## src/rtl/sound_pkg.sv

```systemverilog
// rtl/sound_pkg.sv - shared constants for the sound-unit audio output stage
package sound_pkg;

    localparam int SAMPLE_W_DEF  = 20;
    localparam int SLOT_BITS_DEF = 32;
    localparam int FRAME_BITS    = 64;

    localparam logic LRCK_LEFT  = 1'b0;
    localparam logic LRCK_RIGHT = 1'b1;

endpackage

```

## src/rtl/sound_pdm_mod.sv

```systemverilog
// rtl/sound_pdm_mod.sv - first-order sigma-delta mono modulator (used with SOUND_I2S_PDM_EN)
module sound_pdm_mod
    import sound_pkg::*;
#(
    parameter int SAMPLE_W = SAMPLE_W_DEF
) (
    input  logic                clk,
    input  logic                rst,
    input  logic                enable,
    input  logic [SAMPLE_W-1:0] left,
    input  logic [SAMPLE_W-1:0] right,
    output logic                pdm_out
);

    logic [SAMPLE_W-1:0] mono;
    logic [SAMPLE_W-1:0] acc;
    logic [SAMPLE_W:0]   acc_nxt;

    // floor((left+right)/2) without a wider intermediate sum
    always_comb begin
        mono    = (left >> 1) + (right >> 1) + SAMPLE_W'(left[0] & right[0]);
        acc_nxt = {1'b0, acc} + {1'b0, mono};
    end

    always_ff @(posedge clk or posedge rst) begin
        if (rst) begin
            acc     <= '0;
            pdm_out <= 1'b0;
        end else if (!enable) begin
            pdm_out <= 1'b0;
        end else begin
            acc     <= acc_nxt[SAMPLE_W-1:0];
            pdm_out <= acc_nxt[SAMPLE_W];
        end
    end

endmodule

```

## src/rtl/sound_i2s_tx.sv

```systemverilog
// rtl/sound_i2s_tx.sv - Philips I2S transmitter for the sound unit's stereo mixer output
// Defining SOUND_I2S_PDM_EN adds the pdm_out sigma-delta mono output.
module sound_i2s_tx
    import sound_pkg::*;
#(
    parameter int BCLK_HALF = 1,
    parameter int SAMPLE_W  = SAMPLE_W_DEF,
    parameter int SLOT_BITS = SLOT_BITS_DEF
) (
    input  logic                clk,
    input  logic                rst,
    input  logic                enable,
    input  logic [SAMPLE_W-1:0] left,
    input  logic [SAMPLE_W-1:0] right,
    output logic                sample_strobe,
    output logic                i2s_bclk,
    output logic                i2s_lrck,
`ifdef SOUND_I2S_PDM_EN
    output logic                i2s_sdata,
    output logic                pdm_out
`else
    output logic                i2s_sdata
`endif
);

    localparam int FRAME = 2 * SLOT_BITS;
    localparam int CNT_W = $clog2(FRAME);
    localparam int DIV_W = (BCLK_HALF > 1) ? $clog2(BCLK_HALF) : 1;
    localparam int IDX_W = (SAMPLE_W > 1) ? $clog2(SAMPLE_W) : 1;

    localparam logic [CNT_W-1:0] CNT_LAST  = CNT_W'(FRAME - 1);
    localparam logic [CNT_W-1:0] CNT_START = CNT_W'(FRAME - 2);
    localparam logic [CNT_W-1:0] CNT_SLOT  = CNT_W'(SLOT_BITS);
    localparam logic [CNT_W-1:0] CNT_SW    = CNT_W'(SAMPLE_W);
    localparam logic [DIV_W-1:0] DIV_LAST  = DIV_W'(BCLK_HALF - 1);

    logic [DIV_W-1:0]    div_cnt;
    logic [CNT_W-1:0]    bit_cnt;
    logic [SAMPLE_W-1:0] left_q;
    logic [SAMPLE_W-1:0] right_q;

    logic                tick;
    logic [CNT_W-1:0]    bit_nxt;
    logic [CNT_W-1:0]    bit_ahead;
    logic [CNT_W-1:0]    slot_bit;
    logic                in_right;
    logic [SAMPLE_W-1:0] sel;
    logic                tx_bit;

    assign tick = (div_cnt == DIV_LAST);

    // bit_nxt is the frame position entered at this falling edge; lrck looks one bit ahead
    always_comb begin
        bit_nxt   = (bit_cnt == CNT_LAST) ? '0 : bit_cnt + 1'b1;
        bit_ahead = (bit_nxt == CNT_LAST) ? '0 : bit_nxt + 1'b1;
        in_right  = (bit_nxt >= CNT_SLOT);
        slot_bit  = in_right ? (bit_nxt - CNT_SLOT) : bit_nxt;
        sel       = in_right ? right_q : left_q;
        tx_bit    = 1'b0;
        if (slot_bit < CNT_SW) begin
            tx_bit = sel[IDX_W'(SAMPLE_W - 1) - IDX_W'(slot_bit)];
        end
    end

    always_ff @(posedge clk or posedge rst) begin
        if (rst) begin
            div_cnt       <= '0;
            bit_cnt       <= CNT_START;
            left_q        <= '0;
            right_q       <= '0;
            sample_strobe <= 1'b0;
            i2s_bclk      <= 1'b0;
            i2s_lrck      <= LRCK_LEFT;
            i2s_sdata     <= 1'b0;
        end else if (!enable) begin
            div_cnt       <= '0;
            bit_cnt       <= CNT_START;
            sample_strobe <= 1'b0;
            i2s_bclk      <= 1'b0;
            i2s_lrck      <= LRCK_LEFT;
            i2s_sdata     <= 1'b0;
        end else begin
            sample_strobe <= 1'b0;
            if (tick) begin
                div_cnt  <= '0;
                i2s_bclk <= ~i2s_bclk;
                if (i2s_bclk) begin
                    bit_cnt   <= bit_nxt;
                    i2s_lrck  <= (bit_ahead >= CNT_SLOT) ? LRCK_RIGHT : LRCK_LEFT;
                    i2s_sdata <= tx_bit;
                    // Last bit of the frame: both channels of the next frame latch together
                    if (bit_nxt == CNT_LAST) begin
                        left_q        <= left;
                        right_q       <= right;
                        sample_strobe <= 1'b1;
                    end
                end
            end else begin
                div_cnt <= div_cnt + 1'b1;
            end
        end
    end

`ifdef SOUND_I2S_PDM_EN
    sound_pdm_mod #(
        .SAMPLE_W (SAMPLE_W)
    ) u_pdm (
        .clk     (clk),
        .rst     (rst),
        .enable  (enable),
        .left    (left_q),
        .right   (right_q),
        .pdm_out (pdm_out)
    );
`endif

endmodule

```

## config.mk

```make
export PLATFORM = sky130hd
export DESIGN_NAME = sound_i2s_tx
export DESIGN_NICKNAME = d
export VERILOG_FILES = /design/src/rtl/sound_pkg.sv /design/src/rtl/sound_pdm_mod.sv /design/src/rtl/sound_i2s_tx.sv
export SDC_FILE = /design/constraint.sdc
export NUM_CORES = 1
export LEC_CHECK = 0
export CORE_MARGIN = 3
export CORE_UTILIZATION = 30
export CTS_BUF_LIST = sky130_fd_sc_hd__clkbuf_16
export CTS_CLUSTER_SIZE = 20
export DETAILED_ROUTE_END_ITERATION = 10
export SYNTH_ARGS = -nofsm -noshare
export SYNTH_HDL_FRONTEND = slang
export SYNTH_SLANG_ARGS = --single-unit
export TNS_END_PERCENT = 100
```

## constraint.sdc

```tcl
create_clock -name clk -period 2.7 [get_ports clk]
set_input_delay 0.54 -clock clk [delete_from_list [all_inputs] [get_ports clk]]
set_output_delay 0.54 -clock clk [all_outputs]
set_load 0.02 [all_outputs]
```

### Word level (Yosys, flattened, before mapping)

Cells that the tools add are included.

| word-level totals | value |
|---|---|
| flip-flop bits (word level) | 51 |
| input port bits | 43 |
| output and inout bits | 4 |
| logic and storage cells | 50 |

| operators by class | value |
|---|---|
| multiplexer cells | 25 |
| bitwise operators | 2 |
| eq/ne operators | 4 |
| reduce and logical (&&, ||, !) cells | 2 |
| $lt $le $gt $ge | 4 |
| add/subtract/negate cells | 5 |

Operators with widths:

| kind | count |
|---|---|
| $mux 6 | 6 |
| $mux 20 | 1 |
| $mux 1 | 17 |
| $add 6x1->6 const B | 2 |
| $eq 6x6->1 const B | 2 |
| $ge 6x6->1 const B | 2 |
| $lt 5x6->1 const B | 1 |
| $lt 6x5->1 const B | 1 |
| $sub 6x6->6 const B | 1 |
| $bmux 1 s5 | 1 |
| $sub 5x5->5 const A | 1 |
| $reduce_and 4->1 | 1 |
| $ne 2x1->1 const B | 1 |
| $ne 2x2->1 const B | 1 |
| $not 1->1 | 2 |
| $reduce_and 2->1 | 1 |
| $add 1x1->1 const B | 1 |

### Logic depth before layout (Yosys ltp)

Gate-level depths: netlist of the first run.

| logic depth | value |
|---|---|
| depth after elaboration | 11 |
| depth in mapped cells | 12 |
| gate-level depth less buffers | 10 |

### Least setup slack after synthesis of the first run

No wires, ideal clock.

| timing | value |
|---|---|
| path type | reg-to-reg |
| from | reg bit_cnt[0] |
| to | reg left_q[0] |
| setup time | 0.128 ns |
| setup slack | 0.136 ns |
| cell stages (with the launch flop) | 11 |
| required time | 2.572 ns |
| path buffers | 3 |
| data arrival time | 2.436 ns |
| cells stage by stage | dfrtp_1 -> ha_1 -> buf_6 -> and4_4 -> buf_6 -> a21oi_1 -> ha_1 -> nand4_1 -> nor3_4 -> buf_2 -> mux2_1 |

| on the way | value |
|---|---|
| cells in the longest elaborated chain, start to end | 4 |
| elaborated cells between the ends (all ways) | 5 |
| classes of those cells | add/sub (1); eq/ne (2); mux (1); reduce/logical (1) |

Ends and longest elaborated chain:

| element | RTL line | text |
|---|---|---|
| start, declared | sound_i2s_tx.sv:38 | `logic [CNT_W-1:0] bit_cnt;` |
| start signal, assigned | sound_i2s_tx.sv:88 | `bit_cnt <= bit_nxt;` |
| $add 6x1->6 / $eq 6x6->1 (equally long branches) | sound_i2s_tx.sv:54 | `bit_nxt = (bit_cnt == CNT_LAST) ? '0 : bit_cnt + 1'b1;` |
| $mux 6 (*) | sound_i2s_tx.sv:54 |  |
| $eq 6x6->1 (*) | sound_i2s_tx.sv:92 | `if (bit_nxt == CNT_LAST) begin` |
| $reduce_and 4->1 (no source line) (*) | -- |  |
| end signal, assigned | sound_i2s_tx.sv:93 | `left_q <= left;` |
| end, declared | sound_i2s_tx.sv:39 | `logic [SAMPLE_W-1:0] left_q;` |

Every way passes the cells marked *; elsewhere a longest branch is shown, timed or not.
A chain may end at the register's enable or synchronous reset.

### Worst setup path in the final report of the first run

| timing | value |
|---|---|
| from | reg bit_cnt[0] |
| to | reg i2s_sdata |

| on the way | value |
|---|---|
| cells in the longest elaborated chain, start to end | 11 |
| elaborated cells between the ends (all ways) | 15 |
| classes of those cells | add/sub (3); order compare (2); eq/ne (1); mux (9) |

Ends and longest elaborated chain:

| element | RTL line | text |
|---|---|---|
| $add 6x1->6 / $eq 6x6->1 (equally long branches) | sound_i2s_tx.sv:54 |  |
| $mux 6 (*) | sound_i2s_tx.sv:54 |  |
| $sub 6x6->6 / $ge 6x6->1 (equally long branches) | sound_i2s_tx.sv:57, sound_i2s_tx.sv:56 |  |
| $mux 6 | sound_i2s_tx.sv:57 | `slot_bit = in_right ? (bit_nxt - CNT_SLOT) : bit_nxt;` |
| $sub 5x5->5 | sound_i2s_tx.sv:61 | `tx_bit = sel[IDX_W'(SAMPLE_W - 1) - IDX_W'(slot_bit)];` |
| $bmux 1 s5 | sound_i2s_tx.sv:61 |  |
| $mux 1 (implied by the code) | sound_i2s_tx.sv:61 |  |
| $mux 1 (*) | sound_i2s_tx.sv:60 | `if (slot_bit < CNT_SW) begin` |
| $mux 1 (*) | sound_i2s_tx.sv:87 | `if (i2s_bclk) begin` |
| $mux 1 (*) | sound_i2s_tx.sv:84 | `if (tick) begin` |
| $mux 1 (*) | sound_i2s_tx.sv:75 | `end else if (!enable) begin` |
| end signal, assigned | sound_i2s_tx.sv:90 | `i2s_sdata <= tx_bit;` |
| end, declared | sound_i2s_tx.sv:22 | `output logic i2s_sdata` |

Every way passes the cells marked *; elsewhere a longest branch is shown, timed or not. The select of a mux whose other input is x is not followed.

==> flow_summary.json, run 1 <==
{
  "status": "complete, no violations",
  "fp.dieW_um": 102,
  "grt_pass1_wl_mm": 10.6,
  "ant_nets": 0,
  "tns_ns": 0,
  "power_leakage_nw": 1.48,
  "power.density_nw_per_um2": 772,
  "post-place-ws_ns": 0.145,
  "io_buffer_count": 46,
  "antenna_cells": 0,
  "critPathArrivalTime_ns": 2.72,
  "cellInternalPower_mw": 1.88,
  "dpl_cell_area_um2": 3350,
  "critPathCaptureType": "flip-flop",
  "hold_violations": 0,
  "async_flop_share_pct": 100,
  "synth.yosys.warnings": 0,
  "power_frac_clock_pct": 22.4,
  "min_from": "left_q[18]",
  "path_buf_inv": 1,
  "yosysTopAreaCell": "dfrtp_1",
  "num-fill-cells": 873,
  "worstPathCellList": "ha_1 -> and4_4 -> buf_4 -> a21oi_4 -> mux2i_1 -> mux4_2 -> and2_4 -> o31ai_2",
  "p_sw_share_pct": 30.6,
  "start_util_pct": 31.4,
  "synth_flop_cell": "dfrtp_1",
  "final_area_um2": 3500,
  "grt_max_degree": 31,
  "layout-drive-gt1-share_pct": 13.5,
  "viasPerCell": 5.20,
  "syn_avg_cell_area_um2": 11.2,
  "path_class": "reg2reg",
  "syn_inst": 249,
  "drt_first_iter_violations": 143,
  "ctsHtreeMaxLevel": 2,
  "wl_per_cell_um": 16.0,
  "cts_tree": "built",
  "grt_pass1_vias": 2085,
  "rsz0062_at_grt": "no",
  "cap_viol_max_count": 0,
  "worstPathRequired_ns": 2.89,
  "crit_family": "multiplexers",
  "cp-start-kind": "flip-flop",
  "ir_worst_vdd_mv": 0.386,
  "most-common-layout-cells": "46 x clkdlybuf4s50_1, 45 x dfrtp_1, 35 x mux2_1, 21 x nand2_1, 14 x o21ai_0",
  "ctsLongestPathBuffers": 2,
  "dpl.hpwl_mm": 4.71,
  "worstReg2RegStart": "bit_cnt[0]",
  "die_h_um": 102,
  "synth_edf_count": 0,
  "synth.area.top_cells": "dfrtp_1 41%, mux2_1 14%, dfstp_2 4.7%, mux2i_1 3.6%, nand2_1 2.8%",
  "crit_cells": 8,
  "r2r_cells": 8,
  "period_share_pct": 93.6,
  "min_period_ns": 2.53,
  "clock_latency_ns": 0.29,
  "fin_worst_skew_ns": 0.00548,
  "vias": 2102,
  "dr.pass1.iters": 4,
  "maxSlewViolCount": 0,
  "synth_nets": 296,
  "synth-seq-cells": 50,
  "power_mw": 2.71,
  "worst_pin_slew_ns": 0.541,
  "gr-usage-all-layers_pct": 13.1,
  "syn-cell-area_um2": 2780,
  "row_count": 34,
  "cp_max_fo": 11,
  "timing.critical_path.from": "bit_cnt[0]",
  "whs_path_depth": 1,
  "fin_ws_ns": 0.172,
  "ys_seq_area_share_pct": 45.3,
  "gp_congestion": 0.863,
  "io_pins": 47,
  "seq_power_share_pct": 45.8,
  "cts.sinks": 50,
  "drc_errors": 0,
  "core-area_um2": 8850,
  "setup_viol": 0,
  "synthDistinctLibCells": 54,
  "grt.overflow.total": 0,
  "fmax_mhz": 396,
  "area_delta_synth_final_pct": 26.2,
  "nets": 342,
  "final_common_cell": "clkdlybuf4s50_1",
  "dieArea_um2": 10500,
  "hp-class": "reg2reg",
  "relSlewSlack_pct": 63.9,
  "wirelength_mm": 6.47,
  "cts-buffers-inserted": 5,
  "cts.clk_slew.worst_paths_ns": 0.07,
  "p_switching_mw": 0.827,
  "pwr-share-comb_pct": 31.9,
  "postCtsHoldBufs": 0,
  "cts_root_buf": "clkbuf_16",
  "cpPeakStageDelay_ns": 0.48,
  "synth_top_area_share_pct": 40.5,
  "critPathSlowestCell": "mux4_2",
  "antenna_found_initial": 0
}
metrics by stage:
step           hold WS (ns)  instances  utilization, %
4_1_cts               0.489        403            39.5
2_1_floorplan         0.448        249               -
6_report              0.484        404            39.6
3_5_place_dp          0.476        395            37.9
5_1_grt               0.505        404            39.6
3_3_place_gp          0.466        395            37.9
final cells by class:
cell class / count / area, um^2 / area share [%]
Clock buffer: 5 / 125 / 3.57
Clock inverter: 3 / 12.5 / 0.357
Inverter: 8 / 30.0 / 0.857
Multi-Input combinational cell: 173 / 1380 / 39.3
Sequential cell: 50 / 1260 / 35.9
Tap cell: 108 / 135 / 3.86
Timing Repair Buffer: 57 / 568 / 16.2
power by group through the flow:
stage,combinational (mW),sequential [mW],clock [mW]
after floorplan,0.668,1.19,0
after global placement,0.847,1.25,0
after detailed placement,0.865,1.26,0
after CTS,0.868,1.24,0.616
after global routing,0.962,1.28,0.646
final,0.863,1.24,0.605
path summary, 6_finish.rpt:
path / endpoint / slack [ns]
worst max-delay path: i2s_sdata / 0.17
worst min-delay path: left_q[18] / 0.48
worst max register to register: i2s_sdata / 0.17
worst min register to register: left_q[18] / 0.48
max in group asynchronous: bit_cnt[3] / 1.48
min in group asynchronous: left_q[10] / 0.61
sequential cells by signal, indices dropped and copies added (netlist names):
| signal | count |
|---|---|
| bit_cnt | 6 |
| i2s_bclk | 1 |
| left_q | 20 |
| i2s_lrck | 1 |
| i2s_sdata | 1 |
| sample_strobe | 1 |
| right_q | 20 |
synth_stat cells (2+ instances only):
library cell and n:
mux4_2 2, xor2_1 2, nand4_1 6, and3_1 7
nor2_1 9, o211ai_1 3, mux2i_1 10, ha_1 4
buf_2 8, xnor2_1 2, a21oi_1 7, nand3_1 6
mux2_1 35, clkbuf_1 4, buf_6 3, o22ai_1 2
dfrtp_1 45, a31oi_1 2, inv_1 8, nand2_1 21
nand2b_1 4, o21ai_0 14, a311oi_1 5, dfstp_2 5
a2bb2oi_1 2, mux2_2 4, nor2b_1 2
worst register-to-register path, delay by kind of cell, from the launching register on:
family / cells / cell delay (ns)
AO/OA/AOI/OAI: 2 / 0.60
adder cells (fa/ha/maj): 1 / 0.23
buffers and inverters: 1 / 0.16
flip-flops: 1 / 0.40
multiplexers: 2 / 0.63
AND/OR/NAND/NOR: 2 / 0.40
metal layers:
layer | share of wire, % | wire (um) | up-vias | global-route usage (%)
met5 | 0 | 0 | - | 0
met4 | 1.1 | 70 | 0 | 4.54
met3 | 5.9 | 384 | 6 | 2.39
met2 | 47 | 3020 | 73 | 20.7
met1 | 46 | 3000 | 1028 | 18.1
li1 | - | - | 995 | -
kinds of logic (layout without fill, tap and decap cells):
logic type | Yosys count | count (layout) | share of synthesized area, %
AOI/OAI and AO/OA | 50 | 50 | 12.6
buffers and inverters | 26 | 73 | 5.41
xor gates and xnor gates | 5 | 5 | 2.07
DFF | 50 | 50 | 45.3
adders and majority gates | 4 | 4 | 1.80
muxes | 51 | 51 | 21.0
and+or+nand+nor | 63 | 63 | 11.8
what timing repair did:
| item | 4_1_cts | 5_1_grt |
|---|---|---|
| hold endpoints to repair | 0 | 0 |
| buffers inserted | 0 | 1 |
| endpoints found under the setup margin | 0 | 24 |
| gates resized for setup | 0 | 2 |
No activity file was read; power rests on OpenSTA's default activity.
==> run 2, diff against run 1 <==
- CORE_ASPECT_RATIO: default -> 1.2
==> run 2 against run 1 <==
  * Design area up 1.0%
  * Critical path type unchanged
  * Non-clock buffer count up 2
  * Critical endpoint unchanged
  * Clock power up 3.5%
  * Register-to-register slack better by 0.06 ns
  * Global-route usage down 0.78 points
  * First-iteration DRC count down 23%
==> flow_summary.json, run 2 (synthesized netlist as in run 1, its figures left out) <==
{
  "setup_viol": 0,
  "gp_congestion": 0.848,
  "nets": 344,
  "status": "complete, no violations",
  "fp.dieW_um": 93.8,
  "grt_pass1_vias": 2115,
  "io_pins": 47,
  "period_share_pct": 91.5,
  "power.density_nw_per_um2": 775,
  "io_buffer_count": 46,
  "area_delta_synth_final_pct": 27.4,
  "hold_violations": 0,
  "final_cell_count_no_fill": 415,
  "antenna_found_initial": 0,
  "most-common-layout-cells": "46 x clkdlybuf4s50_1, 45 x dfrtp_1, 35 x mux2_1, 21 x nand2_1, 14 x o21ai_0",
  "ctsHtreeMaxLevel": 2,
  "wirelength_mm": 6.24,
  "viasPerCell": 5.05,
  "antenna_cells": 0,
  "power_mw": 2.74,
  "cap_viol_max_count": 0,
  "grt_max_degree": 29,
  "cts.clk_slew.worst_paths_ns": 0.07,
  "ant_nets": 0,
  "vias": 2097,
  "tns_ns": 0,
  "power_leakage_nw": 1.49,
  "min_period_ns": 2.47,
  "ctsLongestPathBuffers": 2,
  "drt_first_iter_violations": 110,
  "postCtsHoldBufs": 0,
  "cts-buffers-inserted": 5,
  "num-fill-cells": 880,
  "relSlewSlack_pct": 64.3,
  "dpl.hpwl_mm": 4.76,
  "cts_tree": "built",
  "cp_max_fo": 20,
  "critPathSlowestCell": "o311ai_0",
  "drc_errors": 0,
  "fmax_mhz": 405,
  "cpPeakStageDelay_ns": 0.48,
  "dr_wl_met3_um": 203,
  "clock_latency_ns": 0.29,
  "fin_worst_skew_ns": 0.00438,
  "regArea_um2": 1260,
  "dp_cells": 407,
  "cts_root_buf": "clkbuf_16",
  "post_cts_buffers": 0,
  "worstPathCellList": "buf_4 -> inv_1 -> ha_1 -> a311oi_1 -> o21ai_1 -> o311ai_0 -> o211ai_1 -> o31ai_2",
  "grt_pass1_wl_mm": 10.5,
  "multiInputGateArea_um2": 1380,
  "critPathArrivalTime_ns": 2.68,
  "dieArea_um2": 10500,
  "gr-usage-all-layers_pct": 12.3,
  "die_h_um": 111,
  "critPathCaptureType": "flip-flop",
  "start_util_pct": 31.6,
  "final_common_cell": "clkdlybuf4s50_1",
  "ir_worst_vdd_mv": 0.455,
  "ctsResizeCount": 0,
  "post-place-ws_ns": 0.218,
  "dr.max_layer_used": "met4",
  "rsz0062_at_grt": "no",
  "row_count": 37,
  "dr.pass1.iters": 4,
  "crit_family": "compound AO/OA/AOI/OAI gates",
  "worst_pin_slew_ns": 0.529,
  "hp-class": "reg2reg",
  "path_buf_inv": 2,
  "wl_per_cell_um": 15.0,
  "grt.overflow.total": 0,
  "m1WireLength_mm": 2.79,
  "layout-drive-gt1-share_pct": 14.1,
  "reg_top3": "left_q: 20 flops, right_q: 20 flops, bit_cnt: 6 flops",
  "dr_wl_met2_mm": 3.17,
  "cts.sinks": 50,
  "path_class": "reg2reg",
  "maxSlewViolCount": 0,
  "worstPathRequired_ns": 2.91,
  "cp-start-kind": "flip-flop",
  "core-area_um2": 8800,
  "fin_ws_ns": 0.230
}
[run 2: through the flow]
stage / utilization, % / area, um^2 / hold WS (ns)
floorplan: - / 2780 / 0.448
global placement: 38.5 / 3390 / 0.468
detailed placement: 38.5 / 3390 / 0.475
CTS: 40.2 / 3530 / 0.489
global route: 40.2 / 3540 / 0.498
finish: 40.2 / 3540 / 0.483
[run 2: worst register-to-register path, stage by stage (launching register included)]
cell and delay [ns]:
dfrtp_1 0.38, buf_4 0.26, inv_1 0.10, ha_1 0.41, a311oi_1 0.24, o21ai_1 0.11
o311ai_0 0.48, o211ai_1 0.17, o31ai_2 0.25
[run 2: layer usage]
metal | track usage (%) | vias up
met2 | 21.0 | 46
li1 | - | 994
met5 | 0 | -
met1 | 16.2 | 1051
met3 | 1.76 | 6
met4 | 3.47 | 0
[run 2: final cells by class]
type / count / area share [%]
inverter: 8 / 0.848
sequential: 50 / 35.5
clock buffer: 5 / 3.53
tap: 117 / 4.14
timing repair buffer: 59 / 16.5
clock inverter: 3 / 0.566
multi-input combinational: 173 / 38.9
[run 2: report_power, final]
part / total (mW) / switching, mW / internal [mW]
clock network: 0.626 / 0.282 / 0.344
registers: 1.27 / 0.203 / 1.07
logic: 0.849 / 0.368 / 0.482
total: 2.74 / 0.852 / 1.89
[run 2: worst paths after layout]
check                               to   startpoint  slack [ns]  cells past startpoint
hold reg to reg            right_q[10]  right_q[10]        0.48                      1
setup / recovery             i2s_sdata   bit_cnt[0]        0.23                      8
max in group asynchronous   bit_cnt[5]          rst        1.50                      3
setup reg to reg             i2s_sdata   bit_cnt[0]        0.23                      8
min in group asynchronous  right_q[14]          rst        0.60                      2
hold / removal             right_q[10]  right_q[10]        0.48                      1
